**config.mk**
```make
export PLATFORM = sky130hd
export DESIGN_NAME = mem_bist_master_flat
export DESIGN_NICKNAME = d
export VERILOG_FILES = /design/src/rtl/mem_bist_if.sv /design/src/rtl/mem_bist_master.sv /design/src/flat_wrapper.sv
export SDC_FILE = /design/constraint.sdc
export NUM_CORES = 1
export LEC_CHECK = 0
export ABC_AREA = 0
export BUFFER_PORTS_ARGS = -buffer_cell sky130_fd_sc_hd__buf_2
export CELL_PAD_IN_SITES_DETAIL_PLACEMENT = 1
export CELL_PAD_IN_SITES_GLOBAL_PLACEMENT = 1
export CORE_MARGIN = 2
export CORE_UTILIZATION = 36
export CTS_CLUSTER_DIAMETER = 200
export DETAILED_ROUTE_END_ITERATION = 7
export GPL_TIMING_DRIVEN = 1
export HOLD_SLACK_MARGIN = 0.05
export PLACE_DENSITY_LB_ADDON = 0.05
export RECOVER_POWER = 50
export SYNTH_ARGS = -nofsm -noshare
export SYNTH_HDL_FRONTEND = slang
export SYNTH_SLANG_ARGS = --single-unit
```
**constraint.sdc**
```tcl
create_clock -name clk -period 2.8 [get_ports clk]
set_clock_uncertainty 0.2 [all_clocks]
set_input_delay 0 -clock clk [delete_from_list [all_inputs] [get_ports clk]]
set_output_delay 0 -clock clk [all_outputs]
set_load 0.05 [all_outputs]
```
**src/rtl/mem_bist_if.sv**
```systemverilog
// Valid/ready request bus between the BIST master and the memory.
// The master drives the request fields; the memory returns read data and ready.
interface mem_bist_if #(
  parameter int WIDTH      = 16,
  parameter int ADDR_WIDTH = 4
);
  logic [ADDR_WIDTH-1:0] addr;
  logic                  wr_rd;
  logic [WIDTH-1:0]      w_data;
  logic                  valid;
  logic [WIDTH-1:0]      r_data;
  logic                  ready;

  modport master (
    output addr, wr_rd, w_data, valid,
    input  r_data, ready
  );

  modport slave (
    input  addr, wr_rd, w_data, valid,
    output r_data, ready
  );
endinterface

```
**src/rtl/mem_bist_master.sv**
```systemverilog
// Write-then-read pattern sweep over the memory with pass/fail reporting.
// Define MEM_BIST_TIMEOUT_EN to abort a sweep after TIMEOUT stalled cycles.
module mem_bist_master #(
  parameter int          WIDTH      = 16,
  parameter int          DEPTH      = 16,
  parameter int          ADDR_WIDTH = $clog2(DEPTH),
  parameter logic [15:0] SEED       = 16'hA5C3
`ifdef MEM_BIST_TIMEOUT_EN
  , parameter int        TIMEOUT    = 64
`endif
) (
  input  logic                  clk,
  input  logic                  rst,
  input  logic                  start,
  output logic                  busy,
  output logic                  done,
  output logic                  pass,
  output logic [ADDR_WIDTH:0]   err_count,
  output logic [ADDR_WIDTH-1:0] fail_addr,
  output logic [WIDTH-1:0]      fail_data,
  output logic                  timeout,
  mem_bist_if.master            bus
);

  localparam logic [WIDTH-1:0]      SEED_W  = WIDTH'(SEED);
  localparam logic [ADDR_WIDTH-1:0] LAST    = ADDR_WIDTH'(DEPTH - 1);
  localparam logic [ADDR_WIDTH:0]   ERR_MAX = (ADDR_WIDTH + 1)'(DEPTH);

  typedef enum logic [1:0] {
    IDLE,
    WRITE,
    READ,
    DONE
  } state_t;

  state_t                state_q;
  logic [ADDR_WIDTH-1:0] addr_q;
  logic                  wr_rd_q;
  logic [WIDTH-1:0]      w_data_q;
  logic                  valid_q;
  logic                  busy_q;
  logic                  done_q;
  logic                  pass_q;
  logic [ADDR_WIDTH:0]   err_q;
  logic [ADDR_WIDTH-1:0] fail_addr_q;
  logic [WIDTH-1:0]      fail_data_q;
  logic                  timeout_q;

  logic                  last;
  logic                  mism;
  logic [ADDR_WIDTH:0]   err_d;
  logic                  stall_hit;

  function automatic logic [WIDTH-1:0] pat(
    input logic [ADDR_WIDTH-1:0] i
  );
    return SEED_W + WIDTH'(i);
  endfunction

  assign last  = (addr_q == LAST);
  assign mism  = (bus.r_data != pat(addr_q));
  assign err_d = (mism && err_q != ERR_MAX)
               ? err_q + 1'b1 : err_q;

`ifdef MEM_BIST_TIMEOUT_EN
  localparam int SW = $clog2(TIMEOUT + 1);
  logic [SW-1:0] stall_q;

  assign stall_hit = valid_q && !bus.ready
                  && stall_q == SW'(TIMEOUT - 1);

  // Counts consecutive stalled cycles of the current request.
  always_ff @(posedge clk) begin
    if (rst || !valid_q || bus.ready) begin
      stall_q <= '0;
    end else begin
      stall_q <= stall_q + 1'b1;
    end
  end
`else
  assign stall_hit = 1'b0;
`endif

  always_ff @(posedge clk) begin
    if (rst) begin
      state_q     <= IDLE;
      addr_q      <= '0;
      wr_rd_q     <= 1'b0;
      w_data_q    <= '0;
      valid_q     <= 1'b0;
      busy_q      <= 1'b0;
      done_q      <= 1'b0;
      pass_q      <= 1'b0;
      err_q       <= '0;
      fail_addr_q <= '0;
      fail_data_q <= '0;
      timeout_q   <= 1'b0;
    end else begin
      done_q <= 1'b0;
      unique case (state_q)
        IDLE: begin
          if (start) begin
            state_q     <= WRITE;
            addr_q      <= '0;
            wr_rd_q     <= 1'b1;
            w_data_q    <= SEED_W;
            valid_q     <= 1'b1;
            busy_q      <= 1'b1;
            pass_q      <= 1'b0;
            err_q       <= '0;
            fail_addr_q <= '0;
            fail_data_q <= '0;
            timeout_q   <= 1'b0;
          end
        end
        WRITE: begin
          if (stall_hit) begin
            state_q   <= DONE;
            valid_q   <= 1'b0;
            busy_q    <= 1'b0;
            done_q    <= 1'b1;
            pass_q    <= 1'b0;
            timeout_q <= 1'b1;
          end else if (bus.ready) begin
            if (last) begin
              state_q  <= READ;
              addr_q   <= '0;
              wr_rd_q  <= 1'b0;
              w_data_q <= '0;
            end else begin
              addr_q   <= addr_q + 1'b1;
              w_data_q <= pat(addr_q + 1'b1);
            end
          end
        end
        READ: begin
          if (stall_hit) begin
            state_q   <= DONE;
            valid_q   <= 1'b0;
            busy_q    <= 1'b0;
            done_q    <= 1'b1;
            pass_q    <= 1'b0;
            timeout_q <= 1'b1;
          end else if (bus.ready) begin
            err_q <= err_d;
            // Only the first miscompare is recorded.
            if (mism && err_q == '0) begin
              fail_addr_q <= addr_q;
              fail_data_q <= bus.r_data;
            end
            if (last) begin
              state_q <= DONE;
              valid_q <= 1'b0;
              busy_q  <= 1'b0;
              done_q  <= 1'b1;
              pass_q  <= (err_d == '0);
            end else begin
              addr_q <= addr_q + 1'b1;
            end
          end
        end
        DONE: begin
          state_q <= IDLE;
        end
        default: begin
          state_q <= IDLE;
        end
      endcase
    end
  end

  assign bus.addr   = addr_q;
  assign bus.wr_rd  = wr_rd_q;
  assign bus.w_data = w_data_q;
  assign bus.valid  = valid_q;
  assign busy       = busy_q;
  assign done       = done_q;
  assign pass       = pass_q;
  assign err_count  = err_q;
  assign fail_addr  = fail_addr_q;
  assign fail_data  = fail_data_q;
  assign timeout    = timeout_q;

endmodule

```
**src/flat_wrapper.sv**
```systemverilog
// flat-port wrapper written by rule: the top's interface ports become plain ports
module mem_bist_master_flat 
#(
  parameter int          WIDTH      = 16,
  parameter int          DEPTH      = 16,
  parameter int          ADDR_WIDTH = $clog2(DEPTH),
  parameter logic [15:0] SEED       = 16'hA5C3

)
  (clk, rst, start, busy, done, pass, err_count, fail_addr, fail_data, timeout, bus_addr, bus_wr_rd, bus_w_data, bus_valid, bus_r_data, bus_ready);
  mem_bist_if #(.WIDTH(WIDTH), .ADDR_WIDTH(ADDR_WIDTH)) bus_i ();
  input  logic clk;
  input  logic rst;
  input  logic start;
  output logic busy;
  output logic done;
  output logic pass;
  output logic [ADDR_WIDTH:0] err_count;
  output logic [ADDR_WIDTH-1:0] fail_addr;
  output logic [WIDTH-1:0] fail_data;
  output logic timeout;
  output wire logic [$bits(bus_i.addr)-1:0] bus_addr;
  output wire logic [$bits(bus_i.wr_rd)-1:0] bus_wr_rd;
  output wire logic [$bits(bus_i.w_data)-1:0] bus_w_data;
  output wire logic [$bits(bus_i.valid)-1:0] bus_valid;
  input wire logic [$bits(bus_i.r_data)-1:0] bus_r_data;
  input wire logic [$bits(bus_i.ready)-1:0] bus_ready;
  assign bus_addr = bus_i.addr;
  assign bus_wr_rd = bus_i.wr_rd;
  assign bus_w_data = bus_i.w_data;
  assign bus_valid = bus_i.valid;
  assign bus_i.r_data = bus_r_data;
  assign bus_i.ready = bus_ready;
  mem_bist_master #(.WIDTH(WIDTH), .DEPTH(DEPTH), .ADDR_WIDTH(ADDR_WIDTH), .SEED(SEED)) u_core (.clk(clk), .rst(rst), .start(start), .busy(busy), .done(done), .pass(pass), .err_count(err_count), .fail_addr(fail_addr), .fail_data(fail_data), .timeout(timeout), .bus(bus_i));
endmodule
```
==> After elaboration in Yosys (flattened, before gate mapping) <==
Cells that the tools add are included.
{ "word_totals": {"ramBits": 0, "out_inout_bits": 51, "elab_cells": 82, "mem_count": 0, "latchBits": 0, "reg_bits": 51, "in_bits": 20, "mem_bits_ro": 0} }
{ "classes": {"n_shift": 0, "n_eq_ne": 13, "div": 0, "mux": 37, "mul": 0, "n_lt_le_gt_ge": 0, "bitwise_logic": 2, "n_addsub": 4, "reduce_logical": 16} }
{ "op_table": {"columns": ["op", "count"], "rows": [
  ["16-bit two-way mux", 6],
  ["16-bit one-hot mux with 2 select lines", 2],
  ["16-bit by 4-bit adder with 16-bit output (first input constant)", 2],
  ["4-bit two-way mux", 7],
  ["16-bit != test", 1],
  ["5-bit two-way mux", 3],
  ["4-bit one-hot mux with 3 select lines", 1],
  ["4-bit AND reduction", 3],
  ["5-bit logical NOT", 2],
  ["2-bit two-way mux", 5],
  ["5-bit one-hot mux with 2 select lines", 1],
  ["5-bit AND reduction", 2],
  ["2-bit != test (second input constant)", 4],
  ["2-bit one-hot mux with 4 select lines", 1],
  ["4-bit one-hot mux with 2 select lines", 1],
  ["1-bit two-way mux", 7],
  ["2-bit by 1-bit != test with 1-bit output (second input constant)", 3],
  ["1-bit one-hot mux with 2 select lines", 3],
  ["3-bit AND reduction", 2],
  ["5-bit by 1-bit adder with 5-bit output (second input constant)", 1],
  ["5-bit != test (second input constant)", 1],
  ["4-bit by 1-bit adder with 4-bit output (second input constant)", 1],
  ["2-bit equality test (second input constant)", 2],
  ["4-bit equality test (second input constant)", 1],
  ["other kinds (7)", 10]
]} }

==> Longest topological paths before layout <==
Gate-level depths: netlist of run 1.
{ "depth": {"word_depth": 8, "mapped_depth": 10, "ltp_nobuf": 8} }

==> Least setup slack after synthesis of run 1 <==
OpenSTA, ideal clock, no wires.
{ "synth_path": {"path_kind": "reg2reg", "start": "register u_core.addr_q[0] (netlist: u_core.bus.addr[0])", "end": "register u_core.pass_q (netlist: u_core.pass)", "required_time_ps": 2484, "period_less_slack_ps": 2908, "path_slack_ps": -108, "stages_incl_launch_ff": 10, "setup_ps": 116, "arrival_time_ps": 2592, "n_path_buf": 1, "path_cell_list": "dfxtp_1 -> buf_6 -> inv_1 -> ha_1 -> xnor2_1 -> nor4_1 -> o2111ai_2 -> nand2_1 -> mux2_2 -> a41o_1"} }
{ "synth_via": {"elab_chain_cells": 8, "word_cells_on_any_way": 11, "classes_between": "add/sub: 1; eq/ne: 3; mux: 4; reduce/logical: 3"} }
{ "synth_lines": {"columns": ["item", "line_no", "rtl"], "rows": [
  ["start: declaration", "mem_bist_master.sv:37", "logic [ADDR_WIDTH-1:0] addr_q;"],
  ["start signal: assignment", "mem_bist_master.sv:131", "addr_q <= addr_q + 1'b1;"],
  ["start signal: assignment", "mem_bist_master.sv:158", "addr_q <= addr_q + 1'b1;"],
  ["16-bit by 4-bit adder with 16-bit output", "mem_bist_master.sv:57", "return SEED_W + WIDTH'(i);"],
  ["16-bit != test", "mem_bist_master.sv:61", "assign mism = (bus.r_data != pat(addr_q));"],
  ["1-bit logical AND", "mem_bist_master.sv:62", "assign err_d = (mism && err_q != ERR_MAX)"],
  ["5-bit two-way mux", "mem_bist_master.sv:63", "? err_q + 1'b1 : err_q;"],
  ["5-bit logical NOT", "mem_bist_master.sv:156", "pass_q <= (err_d == '0);"],
  ["1-bit two-way mux", "mem_bist_master.sv:151", "if (last) begin"],
  ["1-bit two-way mux", "mem_bist_master.sv:144", "end else if (bus.ready) begin"],
  ["1-bit one-hot mux with 2 select lines", "mem_bist_master.sv:100", "unique case (state_q)"],
  ["end signal: assignment", "mem_bist_master.sv:156", null],
  ["end: declaration", "mem_bist_master.sv:43", "logic pass_q;"]
]} }
Parallel ways exist; a longest one is shown, timed or not. The select of a mux whose other input is x is not followed.
A chain may end at the register's enable or synchronous reset.

==> Final worst setup path of run 1 <==
{ "layout_path": {"start": "register u_core.addr_q[1] (netlist: u_core.bus.addr[1])", "end": "register u_core.pass_q (netlist: u_core.pass)"} }
Same word-level chain as after synthesis.

==> results of run 1 <==
==> routing by layer <==
layer / routed length (µm) / vias up
li1: - / 965
met1: 2750 / 922
met2: 2760 / 33
met3: 200 / 11
met4: 108 / 0
met5: 0 / -
==> state kept, by name, indices dropped and copies added, names as in the netlist <==
signal,count
u_core.pass,1
u_core.fail_addr,4
u_core.state_q,2
u_core.bus.addr,4
u_core.bus.valid,1
u_core.err_count,5
u_core.fail_data,16
u_core.bus.wr_rd,1
u_core.done,1
u_core.bus.w_data,6
==> cell usage after synthesis, drive strengths merged (5+ instances only) <==
| cell type | instances | share of area, % |
|---|---|---|
| o21ai | 5 | 1.2 |
| nand2 | 13 | 2.4 |
| a21oi | 14 | 3.4 |
| a22o | 20 | 8.5 |
| nor2 | 19 | 3.5 |
| xor2 | 5 | 2.1 |
| ha | 7 | 4.3 |
| clkbuf | 6 | 1.1 |
| nand3 | 5 | 1.2 |
| xnor2 | 5 | 2.1 |
| a211oi | 5 | 1.8 |
| buf | 18 | 6.9 |
| dfxtp | 41 | 40 |
| inv | 10 | 1.8 |
==> placed cells by master (no fill, tap or decap), types with 6 or more instances in the layout <==
master	count
nand2_1	13
inv_1	10
ha_1	7
a21oi_1	14
clkbuf_8	6
buf_4	9
clkbuf_1	43
nor2_1	19
dfxtp_1	39
dlygate4sd3_1	19
a22o_1	20
buf_2	21
conb_1	6
==> worst paths after layout <==
check	endpoint	slack [ns]	startpoint
min reg2reg	u_core.bus.w_data[4]	0.27	u_core.bus.w_data[4]
min	u_core.bus.w_data[4]	0.27	u_core.bus.w_data[4]
max reg2reg	u_core.pass	0.21	u_core.bus.addr[1]
max	u_core.pass	0.21	u_core.bus.addr[1]
==> final cells by class <==
cell class | instances | area (µm²) | area share (%)
multi-input cells | 155 | 1050 | 39.5
repair buffers | 93 | 544 | 20.4
clock buffers | 6 | 82.6 | 3.09
flip-flops and latches | 41 | 823 | 30.8
clock inverters | 2 | 37.5 | 1.41
inverters | 10 | 37.5 | 1.41
well taps | 72 | 90.1 | 3.37
==> critical path, cell delays in order (launching register included) <==
cell and delay, ns:
dfxtp_2 0.42, inv_1 0.08, ha_1 0.31, xnor2_1 0.13, nor4_1 0.32, buf_4 0.18, o2111ai_2 0.15, nand2_1 0.16
mux2_2 0.35, a41o_1 0.20
==> stage by stage <==
stage | instance area (µm²) | worst slack (ns)
2_1_floorplan | 2070 | 0.0771
3_3_place_gp | 2410 | 0.375
3_5_place_dp | 2410 | 0.240
4_1_cts | 2720 | 0.205
5_1_grt | 2670 | 0.0290
6_report | 2670 | 0.207
==> power by group <==
| group | switching, mW | internal, mW |
|---|---|---|
| sequential | 0.0469 | 0.652 |
| clock | 0.210 | 0.290 |
| combinational | 0.780 | 0.297 |
| total | 1.04 | 1.24 |
==> logic make-up (layout without fill, tap and decap cells) <==
family | Yosys count | after routing | synth area share [%]
buffers and inverters | 34 | 111 | 9.81
AOI/OAI and AO/OA | 67 | 67 | 24.6
and+or+nand+nor | 62 | 62 | 15.4
xor gates and xnor gates | 10 | 10 | 4.27
muxes | 3 | 3 | 1.52
DFF | 41 | 41 | 40.0
adders and majority gates | 7 | 7 | 4.27
other | 1 | 6 | 0.183
==> summary.txt, run 1 <==
CTS
  – CTS tree: yes
  – Resized cells post-CTS: 0
  – CTS Buffer Depth: 2
  – H-tree depth: 2
  – TritonCTS buffer count: 5
  – Clock-pin slew on the worst setup and hold paths: ~0.08 ns
  – Setup Fix Bufs, Post-CTS: 0
  – Clock Latency Late Sink: 0.29 ns
  – Clock tree root buffer cell: clkbuf_8
  – Clock sinks: 41
  – Hold Buf Count CTS: 19

Yosys
  – Cells after synthesis: about 230
  – Ys async rst share: 0%
  – Number of flops mapped to enable cells by yosys: 0
  – FF+latch count, synth: between 40 and 50
  – Post-Synthesis Cell Area: 2050 µm²
  – Synth Flop Type: dfxtp_1
  – Yosys cell types: 49
  – Seq/Total Area, Yosys: about two fifths
  – Synth warn: 0
  – Syn_area_per_cell: roughly 9.1 µm²

Power
  – Leak: approximately 1.1 nW
  – Final Power: 2.28 mW
  – Power per standard cell area: between 800 and 900 nW/µm²
  – Peak supply drop: 0.617 mV

Drt
  – Via count: roughly 1900
  – Initial DRT Pass Iterations: 4
  – Final wirelength: roughly 5800 µm
  – DRC Markers: 0
  – Post-route ant nets: 0
  – DR WL/cell: between 15 and 20 µm
  – Via density: 5.09
  – Detailed Route Iter0 Violations: 67

STA
  – Relative slew slack: 57.2%
  – Fin Setup TNS: 0 ns
  – Slew Limit Fails: 0
  – Hold Fails Final Rpt: 0
  – Worst Max-Slew Pin Slew: approximately 0.65 ns
  – Final period utilization: between 90% and 100%
  – Unrepaired setup endpoints after global routing: no
  – Endpoints failing setup: 0
  – Tmin final: between 2 and 3 ns
  – Fmax: between 0.3 and 0.4 GHz
  – Hold_ws: about 0.27 ns

Cells and area
  – ANT cells: 0
  – Filler cells: 687
  – Final nets: roughly 330
  – Final core occ: between 40 and 50%
  – Layout cells sized above 1: approximately 15%
  – Final std cells w/o fill: roughly 380
  – Synth-to-Final Area Change: 30.0%

Critical path
  – R2r worst-path depth: 9
  – CP arrival: 2.58 ns
  – Startpoint Class: flip-flop
  – Crit path required time: 2.79 ns
  – Setup CP Type: flip-flop to flip-flop
  – CP endpoint kind: flip-flop
  – CP max FO: 9

GRT
  – M3 GR Usage: approximately 4%
  – Vias in the first global route: 1849
  – Initial antenna violation count: 0
  – Maximum number of pins on one net before global-route repair: 23
  – First-pass GRT wire length: ~9200 µm
  – GR peak layer: met2
  – Gr usage total: 18.5%
  – Met1 usage: about 25%
  – Grt total ovfl: 0
  – Met2 usage: between 20% and 30%

Floorplanning
  – Row count: 27
  – Num ports: 71
  – DIE WIDTH: slightly below 80 µm
  – Vert. Die Dim: between 70 and 80 µm
  – Initial core utilization: 37.3%
  – Core area: about 5500 µm²
  – Die area: approximately 6300 µm²

Placement
  – IO Port Bufs: 64
  – Dpl cells: ~350
  – HPWL after DPL: 4010 µm
  – Routability congestion estimate from global placement: around 0.84

Flow run
  – Max cap viols: 0

Min path
  – Hold Crit Class: flip-flop to flip-flop
  – Worst Hold Path Cells: 2

Outcome
  – Run status: finished clean
Note: power is estimated with default switching activity, not from simulation.
==> inputs of run 2 (changes only) <==
- clock period: 2.8 -> 2.7 ns (I/O delays scaled with it)
==> run 2 against run 1 <==
Net effect: wire length decreased by 1.3%; core utilization grew 1.0 points; sequential cell count is the same; hold slack gained 0.0036 ns; sequential share of layout area shrank 0.54 points; global-route usage up 0.43 points; critical endpoint unchanged; largest power group unchanged.
==> summary.txt, run 2 (synthesized netlist as in run 1, its figures left out) <==
Outcome
  – Run status: finished clean

CTS
  – Clock-pin slew on the worst setup and hold paths: 0.08 ns (about the same)
  – CTS Buffer Depth: 2 (unchanged)
  – Clock sinks: 41 (unchanged)
  – CTS tree: yes
  – H-tree depth: 2 (unchanged)
  – Resized cells post-CTS: 0 (unchanged)
  – Setup Fix Bufs, Post-CTS: 0 (unchanged)
  – TritonCTS buffer count: 5 (unchanged)
  – Clock Latency Late Sink: 0.29 ns (about the same)
  – Clock tree root buffer cell: clkbuf_8

Power
  – Leak: 1.12 nW (+3.5%)
  – Net Sw Power: 1.07 mW (+3.5%)
  – Final Power: 2.45 mW (+7.7%)
  – Power per standard cell area: 899 nW/µm² (+5.5%)
  – Clock power frac: 23.7% (+1.7 points)
  – Switching share of power: 43.8% (-1.8 points)
  – Peak supply drop: 0.510 mV (-17%)
  – Seq pwr share: 29.6% (-1.1 points)
  – Comb pwr share: 46.7% (-0.6 points)
  – Int Pwr: 1.38 mW (+11%)

Cells and area
  – Largest register FFs: 16 (unchanged)
  – Commonest non-fill, non-tap cell in the layout: clkbuf_1
  – ANT cells: 0 (unchanged)
  – Final std cells w/o fill: 384 (+1.3%)
  – Most frequent cells in the layout: clkbuf_1 (43), dfxtp_1 (39), buf_2 (21)
  – Layout cells sized above 1: 16.0% (+1.0 points)
  – Synth-to-Final Area Change: 32.8%
  – Final nets: 338 (+1.5%)

GRT
  – Vias in the first global route: 1943 (+5.1%)
  – Initial antenna violation count: 0 (unchanged)
  – First-pass GRT wire length: 9470 µm (+2.8%)
  – Grt total ovfl: 0 (unchanged)
  – Gr usage total: 18.9% (+0.43 points)
  – Maximum number of pins on one net before global-route repair: 23 (unchanged)

Flow run
  – Max cap viols: 0 (unchanged)

Min path
  – Hold Crit Class: input pin to flip-flop
  – Worst Hold Path Cells: 3 (+1)
  – Hold_sp: bus_r_data[13]
  – Min-Delay Endpoint: u_core.fail_data[13]

STA
  – Final period utilization: 93.9% (+1.3 points)
  – Fin Setup TNS: 0 ns (unchanged)
  – Worst Max-Slew Pin Slew: 0.632 ns (-0.0137 ns)
  – Tmin final: 2.53 ns (-0.0587 ns)
  – Relative slew slack: 58.1% (+0.91 points)
  – Fmax: 0.395 GHz (+2.3%)
  – Hold Fails Final Rpt: 0 (unchanged)
  – Endpoints failing setup: 0 (unchanged)
  – Unrepaired setup endpoints after global routing: no
  – Slew Limit Fails: 0 (unchanged)

Critical path
  – Critical path's most frequent cell: buf_4
  – CP arrival: 2.57 ns (about the same)
  – R2r startpoint: u_core.bus.addr[0]
  – Cell Chain, Critical Path: inv_1 -> ha_1 -> xnor2_1 -> nor4_1 -> buf_4 -> o2111ai_2 -> buf_4 -> o311ai_0 -> a41o_1
  – Crit-path max cell delay: 0.39 ns (-0.03 ns)
  – Buffer and inverter count on the worst path: 3 (+1)
  – R2R setup slack: 0.17 ns (-0.04 ns)
  – Startpoint Class: flip-flop
  – Crit path required time: 2.73 ns (-0.06 ns)
  – CP max FO: 5 (-4)
  – Setup CP Type: flip-flop to flip-flop
  – Critical R2R Capture: u_core.pass
  – Kind of cell adding the most delay to the critical path: compound AO/OA/AOI/OAI gates
  – Crit-path slowest cell: o311ai_0
  – R2r worst-path depth: 9 (unchanged)
  – CP endpoint kind: flip-flop

Placement
  – IO Port Bufs: 64 (unchanged)
  – Dpl cells: 356 (+1.1%)
  – Routability congestion estimate from global placement: 0.863 (+3.2%)
  – HPWL after DPL: 4040 µm (+0.72%)

Floorplanning
  – Vert. Die Dim: 79.5 µm (unchanged)
  – DIE WIDTH: 79.5 µm (unchanged)
  – Row count: 27 (unchanged)
  – Die area: 6320 µm² (unchanged)
  – Core area: 5510 µm² (unchanged)
  – Num ports: 71 (unchanged)
  – Initial core utilization: 37.3% (unchanged)

Drt
  – Final wirelength: 5740 µm (-1.3%)
  – Post-route ant nets: 0 (unchanged)
  – Detailed Route Iter0 Violations: 78 (+16%)
  – DRC Markers: 0 (unchanged)
  – Via count: 1973 (+2.2%)
  – Via density: 5.14 (+0.84%)
  – Initial DRT Pass Iterations: 4 (unchanged)
  – DR WL/cell: 15.0 µm (-2.6%)
run 2: area by class of cell:
cell class | instances | area, µm²
fill | 713 | 2780
clock buffer | 5 | 68.8
sequential | 41 | 826
inverter | 10 | 37.5
multi-input combinational | 155 | 1050
tap | 72 | 90.1
clock inverter | 3 | 65.1
timing repair buffer | 98 | 584
run 2: per-layer routing:
| layer | wire length, µm | global-route usage (%) | vias up |
|---|---|---|---|
| met1 | 2660 | 25.1 | 954 |
| li1 | - | - | 973 |
| met4 | 105 | 6.55 | 0 |
| met5 | 0 | 0 | - |
| met3 | 195 | 3.62 | 12 |
| met2 | 2780 | 30.7 | 34 |
run 2: repair_timing:
item                                   CTS  global route
endpoints found under the hold margin   33             0
setup endpoints to repair                0             0
hold buffers                            20             0
run 2: worst max-delay path by stage:
stage                     cells after the start          startpoint           to
after floorplan                               9  u_core.bus.addr[0]  u_core.pass
after global placement                        9  u_core.bus.addr[0]  u_core.pass
after detailed placement                      9  u_core.bus.addr[0]  u_core.pass
after CTS                                     9  u_core.bus.addr[0]  u_core.pass
after global routing                          9  u_core.bus.addr[0]  u_core.pass
final                                         9  u_core.bus.addr[0]  u_core.pass
run 2: worst register-to-register path, cell delays in order, from the launching register on:
cell and delay, ns:
dfxtp_4 0.35, inv_1 0.05, ha_1 0.31, xnor2_1 0.13
nor4_1 0.30, buf_4 0.18, o2111ai_2 0.14, buf_4 0.19
o311ai_0 0.40, a41o_1 0.23
run 2: power by group through the flow:
stage	clock network (mW)	logic [mW]	registers (mW)
2_1_floorplan	0	0.725	0.930
3_3_place_gp	0	1.14	0.735
3_5_place_dp	0	1.14	0.738
4_1_cts	0.595	1.17	0.724
5_1_grt	0.627	1.25	0.738
6_report	0.582	1.14	0.725
run 2: through the flow:
stage          utilization [%]  setup slack [ns]  area (µm²)  hold slack, ns
2_1_floorplan                -            0.0609        2080         -0.0745
3_3_place_gp              44.4             0.357        2450          0.0271
3_5_place_dp              44.4             0.182        2450          0.0299
4_1_cts                   50.5             0.142        2780           0.252
5_1_grt                   49.5            0.0190        2730           0.258
6_report                  49.5             0.165        2730           0.269
==> inputs of run 3 (changes only) <==
- PLACE_DENSITY_LB_ADDON: 0.05 -> 0.1
- SETUP_SLACK_MARGIN: default -> 0.3
==> run 3 against run 2 <==
Net effect: non-clock buffer count increased by 3; count of clock-buffer cells in the layout grew 1; critical endpoint is now u_core.fail_data[11]; clock power decreased by 15%; combinational power rose by 16%.
==> summary.txt, run 3 (synthesized netlist as in run 1, its figures left out) <==
Outcome
  – Run status: finished clean

STA
  – Slew Limit Fails: 0 (unchanged)
  – Hold_ws: 0.258 ns (-0.0103 ns)
  – Endpoints failing setup: 0 (unchanged)
  – Final period utilization: 89.9% (-3.9 points)
  – Unrepaired setup endpoints after global routing: yes
  – Fmax: 0.412 GHz (+4.4%)
  – Worst Max-Slew Pin Slew: 0.652 ns (+0.0203 ns)
  – Relative slew slack: 56.7% (-1.3 points)
  – Tmin final: 2.43 ns (-0.106 ns)
  – Hold Fails Final Rpt: 0 (unchanged)
  – Fin Setup TNS: 0 ns (unchanged)

Power
  – Leak: 1.15 nW (+2.7%)
  – Comb pwr share: 51.8% (+5.1 points)
  – Seq pwr share: 28.8% (-0.8 points)
  – Net Sw Power: 1.16 mW (+7.7%)
  – Int Pwr: 1.40 mW (+1.4%)
  – Switching share of power: 45.2% (+1.5 points)
  – Final Power: 2.55 mW (+4.2%)
  – Peak supply drop: 0.411 mV (-19%)
  – Clock power frac: 19.5% (-4.2 points)
  – Power per standard cell area: 901 nW/µm² (+0.17%)

Flow run
  – Max cap viols: 0 (unchanged)

Cells and area
  – Layout cells sized above 1: 20.6% (+4.6 points)
  – Most frequent cells in the layout: clkbuf_1 (44), dfxtp_1 (38), buf_2 (21)
  – Final nets: 341 (+0.89%)
  – Synth-to-Final Area Change: 38.1%
  – Largest register FFs: 16 (unchanged)
  – Filler cells: 685 (-3.9%)
  – Commonest non-fill, non-tap cell in the layout: clkbuf_1
  – Multi-input gate area: 1120 µm² (+6.0%)
  – Sequential cell area: 830 µm² (+0.45%)
  – Final core occ: 51.5% (+2.0 points)
  – ANT cells: 0 (unchanged)

GRT
  – Vias in the first global route: 1901 (-2.2%)
  – Initial antenna violation count: 0 (unchanged)
  – First-pass GRT wire length: 9300 µm (-1.8%)
  – Gr usage total: 18.8% (-0.14 points)
  – Maximum number of pins on one net before global-route repair: 23 (unchanged)
  – Grt total ovfl: 0 (unchanged)

Critical path
  – Kind of cell adding the most delay to the critical path: compound AO/OA/AOI/OAI gates
  – Buffer and inverter count on the worst path: 2 (-1)
  – Startpoint Class: flip-flop
  – Cell Chain, Critical Path: inv_4 -> ha_4 -> xnor2_2 -> nor4_2 -> o2111ai_2 -> nand4b_1 -> o211a_4 -> clkbuf_16 -> a22o_1
  – CP endpoint kind: flip-flop
  – Crit-path max cell delay: 0.39 ns (about the same)
  – Setup CP Type: flip-flop to flip-flop
  – CP arrival: 2.47 ns (-0.10 ns)
  – Crit-path slowest cell: dfxtp_4
  – Crit path required time: 2.74 ns (about the same)
  – CP max FO: 6 (+1)

Placement
  – IO Port Bufs: 64 (unchanged)
  – Routability congestion estimate from global placement: 0.830 (-3.9%)
  – HPWL after DPL: 4190 µm (+3.9%)

CTS
  – Clock sinks: 41 (unchanged)
  – Clock Latency Late Sink: 0.30 ns (about the same)
  – CTS tree: yes
  – TritonCTS buffer count: 5 (unchanged)
  – H-tree depth: 2 (unchanged)
  – Clock-pin slew on the worst setup and hold paths: 0.08 ns (about the same)
  – Clock tree root buffer cell: clkbuf_8
  – CTS Buffer Depth: 2 (unchanged)

Drt
  – Final wirelength: 6370 µm (+11%)
  – Via density: 5.13 (-0.17%)
  – Via count: 1985 (+0.61%)
  – Post-route ant nets: 0 (unchanged)
  – DRC Markers: 0 (unchanged)
  – Initial DRT Pass Iterations: 4 (unchanged)
  – DR WL/cell: 16.5 µm (+10%)
  – Detailed Route Iter0 Violations: 53 (-32%)

Floorplanning
  – Num ports: 71 (unchanged)
  – DIE WIDTH: 79.5 µm (unchanged)
  – Core area: 5510 µm² (unchanged)
  – Row count: 27 (unchanged)
  – Vert. Die Dim: 79.5 µm (unchanged)
  – Initial core utilization: 37.3% (unchanged)
  – Die area: 6320 µm² (unchanged)

Min path
  – Hold Crit Class: flip-flop to flip-flop
## run 3: changes by cell type in the layout (fill, tap and decap cells not counted), sizes merged
cell	change
clkbuf	+3
buf	+1
bufinv	-1
## run 3: cell type report
type	count	area share, %
Clock buffer	6	2.56
Clock inverter	2	1.24
Inverter	10	1.41
Multi-Input combinational cell	155	39.5
Sequential cell	41	29.3
Tap cell	72	3.18
Timing Repair Buffer	101	22.9
## run 3: worst register-to-register path: cells and delay by family (launching register included)
| kind | cells | cell delay [ns] |
|---|---|---|
| DFF | 1 | 0.39 |
| AOI/OAI and AO/OA | 3 | 0.63 |
| xor gates and xnor gates | 1 | 0.14 |
| adders and majority gates | 1 | 0.26 |
| and+or+nand+nor | 2 | 0.54 |
| buffers and inverters | 2 | 0.21 |
## run 3: metrics by stage
step                      worst slack, ns  cell area, µm²  cells
after floorplan                     0.213            2110    230
after global routing                0.185            2840    387
final                               0.272            2840    387
after global placement              0.271            2450    352
after detailed placement            0.215            2450    352
after CTS                           0.305            2760    380
## run 3: final timing paths
path              depth (start not counted)  slack (ns)                    to            startpoint
hold reg to reg                           2        0.26  u_core.bus.w_data[4]  u_core.bus.w_data[4]
setup / recovery                          9        0.27  u_core.fail_data[11]    u_core.bus.addr[0]
hold / removal                            2        0.26  u_core.bus.w_data[4]  u_core.bus.w_data[4]
setup reg to reg                          9        0.27  u_core.fail_data[11]    u_core.bus.addr[0]
## run 3: power groups by stage
| stage | sequential [mW] | combinational, mW | clock [mW] |
|---|---|---|---|
| floorplan | 0.930 | 0.741 | 0 |
| global placement | 0.742 | 1.15 | 0 |
| detailed placement | 0.745 | 1.15 | 0 |
| CTS | 0.732 | 1.18 | 0.513 |
| global route | 0.745 | 1.42 | 0.536 |
| finish | 0.735 | 1.32 | 0.497 |
## run 3: what timing repair did
item                                    4_1_cts  5_1_grt
pin swaps                                     2       26
resized for setup                             1        9
buffers inserted                              0        4
hold buffers                                 20        0
gates cloned                                  0        3
hold endpoints to repair                     33        0
endpoints found under the setup margin       22       26
## run 3: routing by layer
layer,part of all wire (%),up-vias,track usage [%]
met2,50,44,31.3
met4,0.96,0,6.72
li1,-,979,-
met1,45,956,23.7
met3,3.6,6,4.19
met5,0,-,0
